==> config.mk <==
export PLATFORM = sky130hd
export DESIGN_NAME = humidificador_ctrl
export DESIGN_NICKNAME = d
export VERILOG_FILES = /design/src/rtl/tamagotchi_pkg.sv /design/src/rtl/humidificador_ctrl_ms_tick.sv /design/src/rtl/humidificador_ctrl.sv
export SDC_FILE = /design/constraint.sdc
export NUM_CORES = 1
export LEC_CHECK = 0
export CAP_MARGIN = 20
export CORE_ASPECT_RATIO = 1.75
export CORE_UTILIZATION = 35
export DETAILED_ROUTE_END_ITERATION = 7
export SETUP_SLACK_MARGIN = 0.3
export SLEW_MARGIN = 30
export SYNTH_ARGS = -nofsm -noshare
export SYNTH_HDL_FRONTEND = slang
export SYNTH_HIERARCHICAL = 1
export SYNTH_SLANG_ARGS = --single-unit
==> constraint.sdc <==
create_clock -name clk -period 6.14 [get_ports clk]
set_clock_uncertainty 0.05 [all_clocks]
set_input_delay 1.228 -clock clk [delete_from_list [all_inputs] [get_ports clk]]
set_output_delay 1.228 -clock clk [all_outputs]
set_load 0.02 [all_outputs]
==> src/rtl/tamagotchi_pkg.sv <==
// Shared constants for the tamagotchi drive-side timers: FSM encoding,
// default millisecond prescale and a counter-width helper.
package tamagotchi_pkg;

  localparam int unsigned CLKS_PER_MS_DEF = 50000;

  localparam logic [1:0] ST_IDLE     = 2'd0;
  localparam logic [1:0] ST_ON       = 2'd1;
  localparam logic [1:0] ST_COOLDOWN = 2'd2;

  // $clog2 returns 0 for n<=1; counters still need at least one bit.
  function automatic int unsigned cnt_width(input int unsigned n);
    return (n <= 1) ? 1 : $clog2(n);
  endfunction

endpackage

==> src/rtl/humidificador_ctrl_ms_tick.sv <==
// Millisecond prescaler: one-cycle tick every CLKS_PER_MS cycles, phase
// restarted by clr so the first tick lands exactly CLKS_PER_MS cycles later.
module ms_tick
  import tamagotchi_pkg::*;
#(
  parameter int unsigned CLKS_PER_MS = CLKS_PER_MS_DEF
) (
  input  logic clk,
  input  logic reset,
  input  logic clr,
  output logic tick
);

  localparam int unsigned     PW   = cnt_width(CLKS_PER_MS);
  localparam logic [PW-1:0]   LAST = PW'(CLKS_PER_MS - 1);

  logic [PW-1:0] r_cnt;

  always_ff @(posedge clk or negedge reset) begin
    if (!reset) begin
      r_cnt <= '0;
    end else if (clr || (r_cnt == LAST)) begin
      r_cnt <= '0;
    end else begin
      r_cnt <= r_cnt + 1'b1;
    end
  end

  assign tick = (r_cnt == LAST);

endmodule

==> src/rtl/humidificador_ctrl.sv <==
// Timed pump driver: holds ouhum high for dur_ms milliseconds, then enforces
// COOLDOWN_MS of off-time before another burst request is accepted.
module humidificador_ctrl
  import tamagotchi_pkg::*;
#(
  parameter int unsigned CLKS_PER_MS = CLKS_PER_MS_DEF,
  parameter int unsigned COOLDOWN_MS = 2000,
  parameter int unsigned DUR_W       = 12
) (
  input  logic             clk,
  input  logic             reset,
  input  logic             start,
  input  logic [DUR_W-1:0] dur_ms,
  input  logic             abort,
  output logic             ouhum,
  output logic             busy,
  output logic             done
);

  localparam int unsigned   CW          = cnt_width(COOLDOWN_MS + 1);
  localparam logic [CW-1:0] CD_LAST     = CW'((COOLDOWN_MS == 0) ? 0 : COOLDOWN_MS - 1);
  localparam logic [1:0]    ST_AFTER_ON = (COOLDOWN_MS == 0) ? ST_IDLE : ST_COOLDOWN;

  logic [1:0]       r_state;
  logic [1:0]       w_state_next;
  logic [DUR_W-1:0] r_dur;
  logic [DUR_W-1:0] r_ms_cnt;
  logic [CW-1:0]    r_cd_cnt;
  logic             r_ouhum;
  logic             r_busy;
  logic             r_done;
  logic             w_tick;
  logic             w_accept;
  logic             w_on_end;
  logic             w_cd_end;
  logic             w_clr;

  // Expiry is decided on the tick that completes the last millisecond, so the
  // output drops on exactly the dur_ms*CLKS_PER_MS-th edge after acceptance.
  assign w_accept = (r_state == ST_IDLE) && start && (dur_ms != '0);
  assign w_on_end = (r_state == ST_ON) && (abort || (w_tick && (r_ms_cnt == r_dur - 1'b1)));
  assign w_cd_end = (r_state == ST_COOLDOWN) && w_tick && (r_cd_cnt == CD_LAST);
  assign w_clr    = w_accept || w_on_end;

  ms_tick #(
    .CLKS_PER_MS (CLKS_PER_MS)
  ) u_ms_tick (
    .clk   (clk),
    .reset (reset),
    .clr   (w_clr),
    .tick  (w_tick)
  );

  always_comb begin
    w_state_next = r_state;
    case (r_state)
      ST_IDLE:     if (w_accept) w_state_next = ST_ON;
      ST_ON:       if (w_on_end) w_state_next = ST_AFTER_ON;
      ST_COOLDOWN: if (w_cd_end) w_state_next = ST_IDLE;
      default:     w_state_next = ST_IDLE;
    endcase
  end

  always_ff @(posedge clk or negedge reset) begin
    if (!reset) begin
      r_state  <= ST_IDLE;
      r_dur    <= '0;
      r_ms_cnt <= '0;
      r_cd_cnt <= '0;
      r_ouhum  <= 1'b0;
      r_busy   <= 1'b0;
      r_done   <= 1'b0;
    end else begin
      r_state <= w_state_next;
      r_ouhum <= (w_state_next == ST_ON);
      r_busy  <= (w_state_next != ST_IDLE);
      r_done  <= w_on_end;

      if (w_accept) begin
        r_dur    <= dur_ms;
        r_ms_cnt <= '0;
      end else if ((r_state == ST_ON) && w_tick) begin
        r_ms_cnt <= r_ms_cnt + 1'b1;
      end

      if (w_on_end) begin
        r_cd_cnt <= '0;
      end else if ((r_state == ST_COOLDOWN) && w_tick) begin
        r_cd_cnt <= r_cd_cnt + 1'b1;
      end
    end
  end

  assign ouhum = r_ouhum;
  assign busy  = r_busy;
  assign done  = r_done;

endmodule

Word-level counts from Yosys, hierarchy flattened
Index checks and enable logic that the tools add are counted.
{ "classes": {"addsub": 4, "multipliers": 0, "div_mod_pow": 0, "order_cmp": 0, "eq_ne": 6, "n_shift": 0, "muxes": 9, "bitwise_logic": 0, "n_reduce_logical": 15} }
{ "ops": {"columns": ["cell", "n"], "rows": [
  ["12-bit two-way mux", 2],
  ["11-bit two-way mux", 2],
  ["16-bit by 1-bit adder with 16-bit output (second input constant)", 1],
  ["16-bit equality test (second input constant)", 1],
  ["16-bit two-way mux", 1],
  ["12-bit by 1-bit adder with 12-bit output (second input constant)", 1],
  ["12-bit equality test", 1],
  ["12-bit nonzero test", 1],
  ["12-bit by 1-bit subtractor with 12-bit output (second input constant)", 1],
  ["11-bit by 1-bit adder with 11-bit output (second input constant)", 1],
  ["11-bit equality test (second input constant)", 1],
  ["1-bit logical AND", 7],
  ["2-bit two-way mux", 3],
  ["2-bit case mux with 3 select lines", 1],
  ["2-bit nonzero test", 3],
  ["2-bit by 1-bit equality test with 1-bit output (second input constant)", 2],
  ["1-bit logical OR", 3],
  ["2-bit equality test (second input constant)", 1],
  ["2-bit logical NOT", 1]
]} }
{ "word_totals": {"reg_bits": 56, "latch_bits": 0, "mem_bits_rw": 0, "mem_bits_ro": 0, "input_bits": 16, "output_inout_bits": 3, "elab_cells": 42, "mem_count": 0} }

Logic depth before layout (Yosys ltp)
{ "logic_depth": {"depth_word": 8, "ltp_mapped": 14, "depth_no_buf": 10} }

Hierarchy
Netlist, hierarchy kept.
{ "by_module_without_submodules": {"columns": ["module", "instances", "cells_each", "area_each_um2"], "rows": [
  ["humidificador_ctrl", 1, 232, 2267.2],
  ["ms_tick", 1, 80, 792.0]
]} }

Worst setup path after synthesis
Ideal clock, no wire load.
{ "synth_timing": {"path_type": "register to register", "startpoint": "register r_dur[0]", "endpoint": "register u_ms_tick.r_cnt[12]", "arrival_ns": 3.042, "required_time_ns": 6.019, "slack_ns": 2.977, "stages_incl_launch_ff": 15, "path_cell_list": "dfrtp_1 -> clkbuf_1 -> inv_1 -> ha_1 -> or4b_1 -> buf_2 -> o2111ai_1 -> o41ai_1 -> nor3_2 -> and4bb_4 -> or3_1 -> or2_1 -> buf_6 -> buf_6 -> nor2_1"} }
{ "synth_between": {"elab_chain_len": 8} }
{ "synth_rtl": {"columns": ["item", "line_no", "text"], "rows": [
  ["from (decl)", "humidificador_ctrl.sv:26", "logic [DUR_W-1:0] r_dur;"],
  ["from (signal assigned)", "humidificador_ctrl.sv:80", "r_dur <= dur_ms;"],
  ["12-bit by 1-bit subtractor with 12-bit output", "humidificador_ctrl.sv:41", "assign w_on_end = (r_state == ST_ON) && (abort || (w_tick && (r_ms_cnt == r_dur - 1'b1)));"],
  ["12-bit equality test", "humidificador_ctrl.sv:41", null],
  ["1-bit logical AND", "humidificador_ctrl.sv:41", null],
  ["1-bit logical OR", "humidificador_ctrl.sv:41", null],
  ["1-bit logical AND", "humidificador_ctrl.sv:41", null],
  ["1-bit logical OR", "humidificador_ctrl.sv:43", "assign w_clr = w_accept || w_on_end;"],
  ["named net w_clr", "humidificador_ctrl.sv:36", "logic w_clr;"],
  ["1-bit logical OR", "humidificador_ctrl_ms_tick.sv:22", "end else if (clr || (r_cnt == LAST)) begin"],
  ["16-bit two-way mux", "humidificador_ctrl_ms_tick.sv:22", null],
  ["to (signal assigned)", "humidificador_ctrl_ms_tick.sv:25", "r_cnt <= r_cnt + 1'b1;"],
  ["to (decl)", "humidificador_ctrl_ms_tick.sv:17", "logic [PW-1:0] r_cnt;"]
]} }
The timed path passes the listed nets, and every way through them passes these cells.
A chain may end at the register's enable or synchronous reset.

Final worst setup path
{ "layout_timing": {"startpoint": "register u_ms_tick.r_cnt[4]", "endpoint": "register u_ms_tick.r_cnt[15]"} }
{ "layout_between": {"elab_chain_len": 7, "elab_cells_between_ends": 8, "cone_classes": "add/sub (1); eq/ne (1); mux (1); reduce/logical (5)"} }
{ "layout_rtl": {"columns": ["item", "line_no", "text"], "rows": [
  ["16-bit equality test", "humidificador_ctrl_ms_tick.sv:29", "assign tick = (r_cnt == LAST);"],
  ["named net w_tick", "humidificador_ctrl.sv:32", "logic w_tick;"],
  ["1-bit logical AND", "humidificador_ctrl.sv:41", null],
  ["1-bit logical OR", "humidificador_ctrl.sv:41", null],
  ["1-bit logical AND", "humidificador_ctrl.sv:41", null],
  ["1-bit logical OR", "humidificador_ctrl.sv:43", null],
  ["named net w_clr", "humidificador_ctrl.sv:36", null],
  ["1-bit logical OR", "humidificador_ctrl_ms_tick.sv:22", null],
  ["16-bit two-way mux", "humidificador_ctrl_ms_tick.sv:22", null]
]} }
The timed path passes the listed nets, and every way through them passes these cells.

==> flow_summary.yaml <==
run_status:
  status: "completed"
yosys:
  synth_area_mm2: 0.00306
  synth_common_cells: "dfrtp_1, nor2_1, xnor2_1"
  synthTopCellsByArea: "dfrtp_1, xnor2_1, xor2_1, nor2_1, nor3_1"
  yosys_warnings: 6
  ys_ff_latch: 56
  ys.flop_type: "dfrtp_1"
  syn_area_per_cell_um2: 9.81
  syn_nets: 332
  synthCells: 312
  ys_async_sr_fraction_pct: 100
  synth.distinct_cells: 49
  synth_most_common_cell: "dfrtp_1"
  synth-edff-count: 0
  netlist.area_leader.share_pct: 45.8
  seq_area_frac_synth_pct: 45.8
  yosysTopAreaCell: "dfrtp_1"
route:
  ant_nets: 0
  drc: 0
  vias: 2273
  wire_per_inst_um: 14.5
  routed_via_density: 5.13
  finalWirelength_mm: 6.43
  dr.pass1.iters: 4
  first_iter_violations: 80
sta:
  setup_viol_count_final: 0
  grt_setup_unrepaired: "no"
  finalCritPeriodShare_pct: 59.3
  finalMaxSlewViolations: 0
  setup_tns_ns: 0
  final-hold-violation-count: 0
  setup_slack_ns: 2.50
  max_slew_margin_pct: 54.1
  worst_slew_pin_slew_ns: 0.688
  period_minus_slack_ns: 3.64
  max_freq_ghz: 0.275
  whs_ns: 0.435
worst_hold_path:
  hold_class: "register to register"
clock_network:
  clock_path_buffers: 2
  cts-resized-gates: 0
  clkLatencyLatePin_ns: 0.30
  ctsHtreeMaxLevel: 2
  cts_tree: "done"
  cts_hold_buf: 0
  post-cts-setup-buffer-count: 0
  cts_buffers: 5
  clock-sinks: 56
  clk_pin_slew_ns: 0.07
  cts_root_buf: "clkbuf_16"
critical_path:
  cp_slowest_cell: "nor4_2"
  critPathBufInv: 1
  arrival_ns: 3.75
  worstSetupStartpointType: "register"
  worstSetupPathType: "register to register"
  crit_chain: "or4b_1, nor4_2, inv_1, nor4_1, nand4_1, and4bb_4, or3_1, or2_1, nor2_1"
  cp.required_ns: 6.25
  slowest_delay_ns: 0.59
  cp_max_fo: 15
  critical-path-top-delay-family: "simple AND/OR/NAND/NOR gates"
  end_kind: "register"
floorplan:
  num_rows: 44
  floorplan.initialDensity_pct: 36.6
  coreArea_mm2: 0.00837
  dieArea_mm2: 0.00913
  die_h_um: 126
  chipWidth_um: 72.7
  design.portCount: 19
flow_run:
  cap_viol_max_count: 0
power:
  p_int_mw: 0.769
  power_density_mw_per_mm2: 343
  switching_share_pct: 35.7
  p_sw_mw: 0.427
  pwr-share-clk_pct: 24.2
  report.power.total_mw: 1.20
  ir_drop_uv: 243
  power_frac_comb_pct: 31.1
  leakage_nw: 1.39
  seqPwrFrac_pct: 44.7
cells_and_area:
  drive_gt1_share_pct: 7.93
  finalNetCount: 347
  insertedDiodeCount: 0
  syn_to_final_growth_pct: 13.8
  multi_input_area_mm2: 0.00154
  regArea_mm2: 0.00140
  fillCellCount: 857
grt:
  grt_pass1_wl_mm: 11.2
  antenna_found_initial: 0
  overflow: 0
  first_global_vias: 2362
  grt_max_degree: 57
  grt_use_total_pct: 15.7
placement:
  portBuffers: 18
  place_congestion: 0.839
  pre_cts_ws_ns: 2.46
  dpl.hpwl_mm: 4.76
-- layout by cell type, fill, tap and decap left out, drive strengths merged, types with 4 or more instances in the layout --
master,Yosys,routed
nand3,12,12
nand2,20,20
ha,4,4
xnor2,31,31
dfrtp,56,56
nand4,11,11
inv,13,13
nor2,39,39
nor3,19,19
xor2,18,18
clkdlybuf4s50,0,17
o21ai,6,6
nor4,14,14
and3,5,5
clkbuf,4,6
mux2,7,7
-- flip-flops by register name, indices dropped and copies added, names as in the netlist --
signal           count
r_dur               12
r_cd_cnt            11
u_ms_tick/r_cnt     16
done                 1
busy                 1
r_ms_cnt            12
ouhum                1
r_state              2
-- layer usage --
metal	wire length, um	GRT usage (%)
met5	0	0
met4	170	7.84
met3	101	2.32
met2	3580	28.5
met1	2570	17.3
-- cells by family after synthesis --
| family | count (synthesis) | synth area share, % |
|---|---|---|
| AND/OR/NAND/NOR | 142 | 25.3 |
| flip-flops | 56 | 45.8 |
| XOR/XNOR | 49 | 14.0 |
| AO/OA/AOI/OAI | 28 | 6.38 |
| buffers and inverters | 25 | 3.97 |
| multiplexers | 8 | 2.90 |
| adder cells (fa/ha/maj) | 4 | 1.64 |
-- stage by stage --
| stage | cell area (um^2) | std cells | util (%) |
|---|---|---|---|
| floorplan | 3060 | 312 | - |
| global placement | 3330 | 435 | 39.8 |
| detailed placement | 3330 | 435 | 39.8 |
| CTS | 3480 | 443 | 41.6 |
| global route | 3480 | 443 | 41.6 |
| finish | 3480 | 443 | 41.6 |
-- area by class of cell --
class / instances / area share [%]
repair buffers: 20 / 5.46
clock buffers: 6 / 3.99
flip-flops and latches: 56 / 40.3
inverters: 13 / 1.40
multi-input cells: 231 / 44.3
well taps: 115 / 4.13
clock inverters: 2 / 0.431
-- power by group through the flow --
stage / Sequential (mW) / Clock, mW / Combinational (mW)
4_1_cts: 0.533 / 0.300 / 0.376
3_5_place_dp: 0.540 / 0 / 0.373
3_3_place_gp: 0.537 / 0 / 0.368
5_1_grt: 0.543 / 0.314 / 0.422
6_report: 0.534 / 0.289 / 0.372
2_1_floorplan: 0.504 / 0 / 0.308
-- path summary, 6_finish.rpt --
| check | start | to | slack (ns) | cells past startpoint |
|---|---|---|---|---|
| setup / recovery | u_ms_tick/r_cnt[4] | u_ms_tick/r_cnt[15] | 2.50 | 9 |
| hold / removal | u_ms_tick/r_cnt[0] | u_ms_tick/r_cnt[0] | 0.43 | 1 |
| setup reg to reg | u_ms_tick/r_cnt[4] | u_ms_tick/r_cnt[15] | 2.50 | 9 |
| hold reg to reg | u_ms_tick/r_cnt[0] | u_ms_tick/r_cnt[0] | 0.43 | 1 |
| max in group asynchronous | reset | r_cd_cnt[6] | 4.57 | 2 |
| min in group asynchronous | reset | u_ms_tick/r_cnt[9] | 1.00 | 2 |
(Power assumes the default switching activity.)
